File: config.mk
export PLATFORM = sky130hd
export DESIGN_NAME = sorted_serializer_flat
export DESIGN_NICKNAME = d
export VERILOG_FILES = /design/src/rtl/sorted_serializer_if.sv /design/src/rtl/sorted_serializer.sv /design/src/flat_wrapper.sv
export SDC_FILE = /design/constraint.sdc
export NUM_CORES = 1
export LEC_CHECK = 0
export ABC_AREA = 0
export CAP_MARGIN = 10
export CORE_MARGIN = 3
export CORE_UTILIZATION = 46
export CTS_CLUSTER_DIAMETER = 80
export DETAILED_ROUTE_END_ITERATION = 10
export PLACE_DENSITY = 0.77
export SLEW_MARGIN = 10
export SYNTH_ARGS = -nofsm -noshare
export SYNTH_HDL_FRONTEND = slang
export SYNTH_SLANG_ARGS = --single-unit
File: constraint.sdc
create_clock -name clk -period 1.6 [get_ports clk]
set_clock_uncertainty 0.05 [all_clocks]
set_input_delay 0.32 -clock clk [delete_from_list [all_inputs] [get_ports clk]]
set_output_delay 0.32 -clock clk [all_outputs]
set_load 0.02 [all_outputs]
File: src/rtl/sorted_serializer_if.sv
// sorted_serializer_if
// Bundles the sorter-facing capture port and the consumer-facing
// valid/ready element stream of sorted_serializer, plus its status flags.
//   in_word   : packed sorted word, slot k = in_word[k*W_ELEM +: W_ELEM]
//   in_valid  : in_word valid this cycle (no backpressure toward the sorter)
//   out_data  : current element
//   out_valid : out_data valid
//   out_ready : consumer accepts out_data
//   out_last  : out_data is the final slot of its word
//   order_err : one-cycle pulse, captured word violated the expected order
//   overflow  : sticky, a word was dropped because the FIFO was full
// slave modport  = the serializer, master modport = the environment driving it.
interface sorted_serializer_if #(
    parameter int W_ELEM = 2,
    parameter int N_ELEM = 4
);
    logic [W_ELEM*N_ELEM-1:0] in_word;
    logic                     in_valid;
    logic [W_ELEM-1:0]        out_data;
    logic                     out_valid;
    logic                     out_ready;
    logic                     out_last;
    logic                     order_err;
    logic                     overflow;

    modport slave (
        input  in_word, in_valid, out_ready,
        output out_data, out_valid, out_last, order_err, overflow
    );

    modport master (
        output in_word, in_valid, out_ready,
        input  out_data, out_valid, out_last, order_err, overflow
    );
endinterface

File: src/rtl/sorted_serializer.sv
// sorted_serializer
// Captures sorted words from the upstream sorter into a small FIFO and streams
// their elements (slot 0 first) one per valid/ready handshake. Each captured
// word is checked for ordering; words arriving while the FIFO is full (and the
// head is not popping that cycle) are dropped and flagged with a sticky overflow.
// Ports:
//   clk : clock, all logic on the rising edge
//   rst : synchronous active-high reset (pointers, count, index, flags cleared)
//   bus : sorted_serializer_if.slave (capture port, element stream, flags)
module sorted_serializer #(
    parameter int W_ELEM     = 2,
    parameter int N_ELEM     = 4,
    parameter int FIFO_DEPTH = 2,
    parameter bit DESCENDING = 1'b1
) (
    input  logic               clk,
    input  logic               rst,
    sorted_serializer_if.slave bus
);
    localparam int WORD_W = W_ELEM * N_ELEM;
    localparam int PTR_W  = (FIFO_DEPTH > 1) ? $clog2(FIFO_DEPTH) : 1;
    localparam int CNT_W  = $clog2(FIFO_DEPTH + 1);
    localparam int IDX_W  = (N_ELEM > 1) ? $clog2(N_ELEM) : 1;

    logic [WORD_W-1:0] r_mem [FIFO_DEPTH];
    logic [PTR_W-1:0]  r_wr_ptr;
    logic [PTR_W-1:0]  r_rd_ptr;
    logic [CNT_W-1:0]  r_count;
    logic [IDX_W-1:0]  r_idx;
    logic              r_order_err;
    logic              r_overflow;

    logic              w_empty;
    logic              w_full;
    logic              w_fire;
    logic              w_last;
    logic              w_pop;
    logic              w_push;
    logic              w_drop;
    logic [WORD_W-1:0] w_head;
    logic [W_ELEM-1:0] w_head_slot [N_ELEM];
    logic [W_ELEM-1:0] w_in_slot   [N_ELEM];
    logic [N_ELEM-1:0] w_viol;
    logic [PTR_W-1:0]  w_wr_ptr_next;
    logic [PTR_W-1:0]  w_rd_ptr_next;

    assign w_empty = (r_count == '0);
    assign w_full  = (r_count == CNT_W'(FIFO_DEPTH));
    assign w_fire  = !w_empty && bus.out_ready;
    assign w_last  = (r_idx == IDX_W'(N_ELEM - 1));
    assign w_pop   = w_fire && w_last;
    // A full FIFO still takes the new word when the head leaves in the same cycle.
    assign w_push  = bus.in_valid && (!w_full || w_pop);
    assign w_drop  = bus.in_valid && w_full && !w_pop;

    // Explicit wrap keeps FIFO_DEPTH=1 working with a 1-bit pointer.
    assign w_wr_ptr_next = (r_wr_ptr == PTR_W'(FIFO_DEPTH - 1)) ? '0 : r_wr_ptr + PTR_W'(1);
    assign w_rd_ptr_next = (r_rd_ptr == PTR_W'(FIFO_DEPTH - 1)) ? '0 : r_rd_ptr + PTR_W'(1);

    assign w_head = r_mem[r_rd_ptr];

    generate
        for (genvar gi = 0; gi < N_ELEM; gi++) begin : g_slots
            assign w_head_slot[gi] = w_head[gi*W_ELEM +: W_ELEM];
            assign w_in_slot[gi]   = bus.in_word[gi*W_ELEM +: W_ELEM];
        end

        // One comparator per adjacent slot pair; equal neighbours are legal.
        for (genvar gi = 0; gi < N_ELEM - 1; gi++) begin : g_order
            if (DESCENDING) begin : g_desc
                assign w_viol[gi] = (w_in_slot[gi] < w_in_slot[gi+1]);
            end else begin : g_asc
                assign w_viol[gi] = (w_in_slot[gi] > w_in_slot[gi+1]);
            end
        end
        assign w_viol[N_ELEM-1] = 1'b0;
    endgenerate

    // Word storage: no reset needed, occupancy alone decides what is valid.
    always_ff @(posedge clk) begin
        if (!rst && w_push) begin
            r_mem[r_wr_ptr] <= bus.in_word;
        end
    end

    always_ff @(posedge clk) begin
        if (rst) begin
            r_wr_ptr    <= '0;
            r_rd_ptr    <= '0;
            r_count     <= '0;
            r_idx       <= '0;
            r_order_err <= 1'b0;
            r_overflow  <= 1'b0;
        end else begin
            if (w_push) begin
                r_wr_ptr <= w_wr_ptr_next;
            end
            if (w_pop) begin
                r_rd_ptr <= w_rd_ptr_next;
            end
            case ({w_push, w_pop})
                2'b10:   r_count <= r_count + CNT_W'(1);
                2'b01:   r_count <= r_count - CNT_W'(1);
                default: r_count <= r_count;
            endcase
            if (w_fire) begin
                r_idx <= w_last ? '0 : r_idx + IDX_W'(1);
            end
            // Checked on every presented word, accepted or dropped.
            r_order_err <= bus.in_valid && (|w_viol);
            if (w_drop) begin
                r_overflow <= 1'b1;
            end
        end
    end

    assign bus.out_valid = !w_empty;
    assign bus.out_data  = w_empty ? '0 : w_head_slot[r_idx];
    assign bus.out_last  = !w_empty && w_last;
    assign bus.order_err = r_order_err;
    assign bus.overflow  = r_overflow;
endmodule

File: src/flat_wrapper.sv
// flat-port wrapper written by rule: the top's interface ports become plain ports
module sorted_serializer_flat 
#(
    parameter int W_ELEM     = 2,
    parameter int N_ELEM     = 4,
    parameter int FIFO_DEPTH = 2,
    parameter bit DESCENDING = 1'b1
)
  (clk, rst, bus_in_word, bus_in_valid, bus_out_ready, bus_out_data, bus_out_valid, bus_out_last, bus_order_err, bus_overflow);
  sorted_serializer_if #(.W_ELEM(W_ELEM), .N_ELEM(N_ELEM)) bus_i ();
  input  logic clk;
  input  logic rst;
  input wire logic [$bits(bus_i.in_word)-1:0] bus_in_word;
  input wire logic [$bits(bus_i.in_valid)-1:0] bus_in_valid;
  input wire logic [$bits(bus_i.out_ready)-1:0] bus_out_ready;
  output wire logic [$bits(bus_i.out_data)-1:0] bus_out_data;
  output wire logic [$bits(bus_i.out_valid)-1:0] bus_out_valid;
  output wire logic [$bits(bus_i.out_last)-1:0] bus_out_last;
  output wire logic [$bits(bus_i.order_err)-1:0] bus_order_err;
  output wire logic [$bits(bus_i.overflow)-1:0] bus_overflow;
  assign bus_i.in_word = bus_in_word;
  assign bus_i.in_valid = bus_in_valid;
  assign bus_i.out_ready = bus_out_ready;
  assign bus_out_data = bus_i.out_data;
  assign bus_out_valid = bus_i.out_valid;
  assign bus_out_last = bus_i.out_last;
  assign bus_order_err = bus_i.order_err;
  assign bus_overflow = bus_i.overflow;
  sorted_serializer #(.W_ELEM(W_ELEM), .N_ELEM(N_ELEM), .FIFO_DEPTH(FIFO_DEPTH), .DESCENDING(DESCENDING)) u_core (.clk(clk), .rst(rst), .bus(bus_i));
endmodule
==> impl_metrics.toml, run 1 <==
[outcome]
status = "finished with violations"
violations = "negative setup slack"

[logic_synthesis]
syn-num-nets = 111
ys_types = 30
synth_area_mm2 = 0.00114
ys_warn_count = 0
syn_area_per_cell_um2 = 12.0
synthCells = 95
synth_seq_cells = 25
ys_seq_area_frac = 0.580

[setup_path]
critical_path_depth = 5
cp_max_fo = 1
cpMostUsedCell = "buf_4"
crit_family = "flip-flops"
critPathRequiredTime_ns = 1.23
critPathArrivalTime_ns = 1.58
critical-path-max-stage-delay_ns = 0.40
end_kind = "primary output"
cp_slowest_cell = "edfxtp_1"
cp_cell_sequence = "nor2b_1, a2111oi_2, buf_4, nor3_2, buf_4"
startpoint_type = "register"
r2r_cells = 6
critPathKind = "register to primary output"
critPathBufInv = 2

[cells_and_area]
syn_to_final_growth_pct = 35.4
n_antenna_cell = 0
drive_gt1_frac = 0.318
final_common_cell = "buf_4"
fin_util = 0.677
layout_common_cells = "buf_4 (20), edfxtp_1 (16), clkdlybuf4s50_1 (11)"
finalNetCount = 149
stdcell_area_mm2 = 0.00154

[clock_network]
cts-buffers-inserted = 3
cts_max_path_buffers = 2
clk_latency_ns = 0.30
cts_sinks = 25
path_clk_slew_ns = 0.13
cts_tree = "done"
cts_max_level = 1
clockRootBuffer = "clkbuf_4"

[place]
dp_slack_ns = -0.565
dp_hpwl_um = 1690
port_buffers = 17
post_dp_cell_area_mm2 = 0.00149
gp_congestion = 0.753

[floorplanning]
initial_utilization = 0.500
io_pins = 18
die_y_um = 55.8
die_area_mm2 = 0.00311
num_rows = 17
die_w_um = 55.8
core_mm2 = 0.00228

[timing]
fmax_mhz = 513
slew-limit-headroom = 0.722
final_hold_viol_count = 0
rsz0062_at_grt = "true"
finalCriticalPeriod_ns = 1.95
finalSetupViolations = 2
period_share = 1.22
slew_violations = 0
setup_ws_ns = -0.351
worst_pin_slew_ns = 0.416

[routing]
firstDrtPassIters = 4
wl_per_cell_um = 14.0
remaining_drc_errors = 0
ant_nets = 0
drt-total-wl_um = 2250
drt-vias-per-instance = 5.25
drt_iter0_markers = 24
via_count = 840

[grt]
antenna_found_initial = 0
grt_overflow = 0
grt_pass1_vias = 810
grt_first_pass_wirelength_um = 3770
grt.total_usage = 0.157
grt_max_degree = 14

[worst_hold_path]
hold_path.class = "register to register"
min_path_cells = 2

[power_and_ir_drop]
power.density_mw_per_mm2 = 803
ir_worst_vdd_uv = 555
p_leak_nw = 0.628

[flow_run]
maxCapViolCount = 0
==> worst min-delay path: cells and delay by family, from the launching register on <==
family | cells | cell delay [ns]
AO/OA/AOI/OAI | 1 | 0.05
flip-flops | 1 | 0.36
AND/OR/NAND/NOR | 1 | 0.07
==> power breakdown <==
part / internal, W / switching (W)
Sequential: 0.000718 / 0.0000173
Combinational: 0.000131 / 0.000108
Clock: 0.0000970 / 0.000167
==> timing repair <==
action / in CTS / in global routing
resized for setup: 27 / 6
hold buffers: 0 / 0
endpoints found under the setup margin: 25 / 24
buffers inserted: 1 / 0
gates cloned: 0 / 0
pin swaps: 1 / 1
==> final cells by class <==
cell class,count,area [µm²]
Clock buffer,4,26.3
Fill cell,156,734
Inverter,5,18.8
Multi-Input combinational cell,61,455
Sequential cell,25,668
Tap cell,28,35.0
Timing Repair Buffer,37,338
==> flip-flops by register name, summed over array words and instances, names as in the netlist, named ones only <==
name                  count
u_core.r_mem             16
u_core.r_idx              2
u_core.r_wr_ptr           1
u_core.bus.overflow       1
u_core.bus.order_err      1
u_core.r_rd_ptr           1
u_core.r_count            2
==> Yosys cell counts (all sizes together) <==
library cell,number,area (µm²)
or3,1,6.26
nand3,2,10.0
nor4,1,6.26
o21a,1,7.51
clkbuf,1,3.75
and2,1,6.26
nor3,2,10.0
nand2b,3,18.8
nor2,8,30.0
o31a,1,8.76
ha,4,50.1
dfxtp,9,180
nand2,8,37.5
nor2b,6,37.5
and3,1,6.26
inv,5,18.8
and4,1,8.76
buf,3,27.5
a41oi,1,8.76
a31oi,1,6.26
or2,1,6.26
a2111oi,2,17.5
mux4,2,45.0
edfxtp,16,480
mux2i,3,30.0
xnor2,3,26.3
a21oi,8,43.8
==> layer usage <==
| layer | global-route usage | up-vias | part of all wire |
|---|---|---|---|
| li1 | - | 417 | - |
| met1 | 0.210 | 399 | 0.45 |
| met2 | 0.252 | 22 | 0.50 |
| met3 | 0.0278 | 2 | 0.037 |
| met4 | 0.0625 | 0 | 0.014 |
| met5 | 0 | - | 0 |
==> path summary, 6_finish.rpt <==
| path | slack, ns | to | start |
|---|---|---|---|
| setup / recovery | -0.35 | bus_out_data[1] | u_core.r_mem[0][1]$_DFFE_PP_ |
| hold / removal | 0.45 | u_core.bus.overflow$_SDFFE_PP0P_ | u_core.bus.overflow$_SDFFE_PP0P_ |
| setup reg to reg | 0.02 | u_core.r_mem[1][7]$_DFFE_PP_ | u_core.r_idx[1]$_SDFFE_PP0N_ |
| hold reg to reg | 0.45 | u_core.bus.overflow$_SDFFE_PP0P_ | u_core.bus.overflow$_SDFFE_PP0P_ |
==> stage by stage <==
step           std cells  setup TNS (ns)  hold WS [ns]  total power [W]
2_1_floorplan         95               0         0.369         0.000865
3_3_place_gp         155           -3.41         0.416         0.000976
3_5_place_dp         155           -4.17         0.418         0.000983
4_1_cts              160          -0.698         0.447          0.00124
5_1_grt              160           -2.27         0.495          0.00129
6_report             160          -0.689         0.452          0.00124
==> cell families (layout without fill, tap and decap cells) <==
kind of cell / count (synthesis) / after routing / share of synthesized area
multiplexers: 5 / 5 / 0.0659
flip-flops: 25 / 25 / 0.580
AO/OA/AOI/OAI: 14 / 14 / 0.0813
buffers and inverters: 9 / 46 / 0.0439
adder cells (fa/ha/maj): 4 / 4 / 0.0440
AND/OR/NAND/NOR: 35 / 35 / 0.162
XOR/XNOR: 3 / 3 / 0.0231
No activity file was read; power rests on OpenSTA's default activity.
==> run 2, diff against run 1 <==
Settings changed: CORE_MARGIN 3 to not set, CTS_CLUSTER_SIZE set to 12.
==> run 2 against run 1 <==
Net effect:
- the run still ends with negative setup slack left
- clock power increased by 3%
- sequential power is essentially flat
- non-clock buffer count stayed put
- combinational power up 5%
- count of clock-buffer cells in the layout stayed put
- sequential share of layout area decreased by 0.40 points
- register-to-register slack improved by 0.02 ns
- first-iteration DRC count is 8.3% lower
- largest power group unchanged
==> impl_metrics.toml, run 2 (same netlist as run 1, synthesis figures left out) <==
[setup_path]
critPathKind = "register to primary output"
end_kind = "primary output"
cpMostUsedCell = "buf_4"
critPathRequiredTime_ns = 1.23
cp_max_fo = 1
cp_cell_sequence = "nor2b_1, a2111oi_0, buf_4, nor3_2, buf_4"
cp_slowest_cell = "edfxtp_1"
critical-path-max-stage-delay_ns = 0.39
critPathArrivalTime_ns = 1.58
startpoint_type = "register"

[timing]
rsz0062_at_grt = "true"
final_hold_viol_count = 0
period_share = 1.22
slew-limit-headroom = 0.696
setup_tns_ns = -0.692
fmax_mhz = 514
slew_violations = 0
finalSetupViolations = 2
finalCriticalPeriod_ns = 1.95
setup_ws_ns = -0.347
worst_pin_slew_ns = 0.456

[cells_and_area]
n_antenna_cell = 0
drive_gt1_frac = 0.348
final_common_cell = "buf_4"
syn_to_final_growth_pct = 37.9
regMostFlops = "u_core.r_mem"
layout_common_cells = "buf_4 (20), edfxtp_1 (16), clkdlybuf4s50_1 (11)"
finalNonFillerCells = 160
largest_reg_flops = 16
top_regs = "u_core.r_mem x16, u_core.r_count x2, u_core.r_idx x2"
stdcell_area_mm2 = 0.00157
fin_util = 0.690
nFillCells = 161
finalNetCount = 149

[clock_network]
cts-buffers-inserted = 3
ctsHoldBuffers = 0
cts_max_level = 1
path_clk_slew_ns = 0.13
cts_tree = "done"
cts_max_path_buffers = 2
clockRootBuffer = "clkbuf_4"
cts_sinks = 25
clk_latency_ns = 0.31

[place]
gp_congestion = 0.879
post_dp_cell_area_mm2 = 0.00149
port_buffers = 17
placed_cells = 155
dp_hpwl_um = 1680

[routing]
via_count = 839
remaining_drc_errors = 0
wl_per_cell_um = 14.0
drt_iter0_markers = 22
drt-total-wl_um = 2240
drt-vias-per-instance = 5.24
firstDrtPassIters = 4
ant_nets = 0

[grt]
grt_first_pass_wirelength_um = 3660
grt.total_usage = 0.190
grt_pass1_vias = 839
grt_max_degree = 14
grt_overflow = 0
antenna_found_initial = 0

[power_and_ir_drop]
power.density_mw_per_mm2 = 800
p_comb_frac = 0.199
p_int_w = 0.000950
clkPwrFrac = 0.216
p_leak_nw = 0.611
p_seq_frac = 0.585
ir_worst_vdd_uv = 552
p_switching_w = 0.000306
p_sw_frac = 0.244

[flow_run]
maxCapViolCount = 0

[floorplanning]
die_w_um = 51.8
initial_utilization = 0.500
core_mm2 = 0.00228
die_y_um = 51.8
die_area_mm2 = 0.00268
io_pins = 18
num_rows = 17

[outcome]
status = "finished with violations"
violations = "negative setup slack"

[worst_hold_path]
hold_path.class = "register to register"
## run 2: critical path, delay by kind of cell, from the launching register on
family          cells  cell delay, ns
compound gates      1            0.38
buf+inv             2            0.33
flops               1            0.39
simple gates        2            0.18
## run 2: worst paths after layout
check / from / end / slack, ns / cells past startpoint
worst max-delay path: u_core.r_mem[0][1]$_DFFE_PP_ / bus_out_data[1] / -0.35 / 5
worst min-delay path: u_core.bus.overflow$_SDFFE_PP0P_ / u_core.bus.overflow$_SDFFE_PP0P_ / 0.45 / 2
worst min register to register: u_core.bus.overflow$_SDFFE_PP0P_ / u_core.bus.overflow$_SDFFE_PP0P_ / 0.45 / 2
worst max register to register: u_core.r_idx[0]$_SDFFE_PP0N_ / u_core.r_mem[0][7]$_DFFE_PP_ / 0.04 / 7
## run 2: cell type report
type | instances | area, µm² | share of cell area
Sequential cell | 25 | 674 | 0.429
Inverter | 5 | 18.8 | 0.0120
Timing Repair Buffer | 37 | 340 | 0.217
Tap cell | 28 | 35.0 | 0.0223
Multi-Input combinational cell | 61 | 475 | 0.303
Clock buffer | 4 | 26.3 | 0.0167
## run 2: routing by layer
| metal | global-route usage | part of all wire | vias to the layer above | wire length, µm |
|---|---|---|---|---|
| met5 | 0 | 0 | - | 0 |
| met4 | 0.0676 | 0.012 | 0 | 27 |
| met3 | 0.0263 | 0.021 | 4 | 46 |
| met2 | 0.327 | 0.51 | 10 | 1130 |
| met1 | 0.243 | 0.46 | 410 | 1040 |
| li1 | - | - | 415 | - |
## run 2: metrics by stage
stage	hold WS (ns)	setup WS (ns)	power [W]
2_1_floorplan	0.369	0.0342	0.000865
3_3_place_gp	0.417	-0.477	0.000975
3_5_place_dp	0.433	-0.542	0.000986
4_1_cts	0.463	-0.363	0.00125
5_1_grt	0.504	-0.413	0.00131
6_report	0.454	-0.347	0.00126
## run 2: power groups by stage
stage | clock network, W | registers, W | logic, W
CTS | 0.000279 | 0.000735 | 0.000241
global route | 0.000302 | 0.000738 | 0.000271
global placement | 0 | 0.000748 | 0.000228
finish | 0.000271 | 0.000734 | 0.000250
floorplan | 0 | 0.000749 | 0.000116
detailed placement | 0 | 0.000749 | 0.000237
## run 2: timing repair
item	CTS	global route
setup buffers	1	0
pin swaps	3	3
setup endpoints to repair	24	22
gates resized for setup	31	10
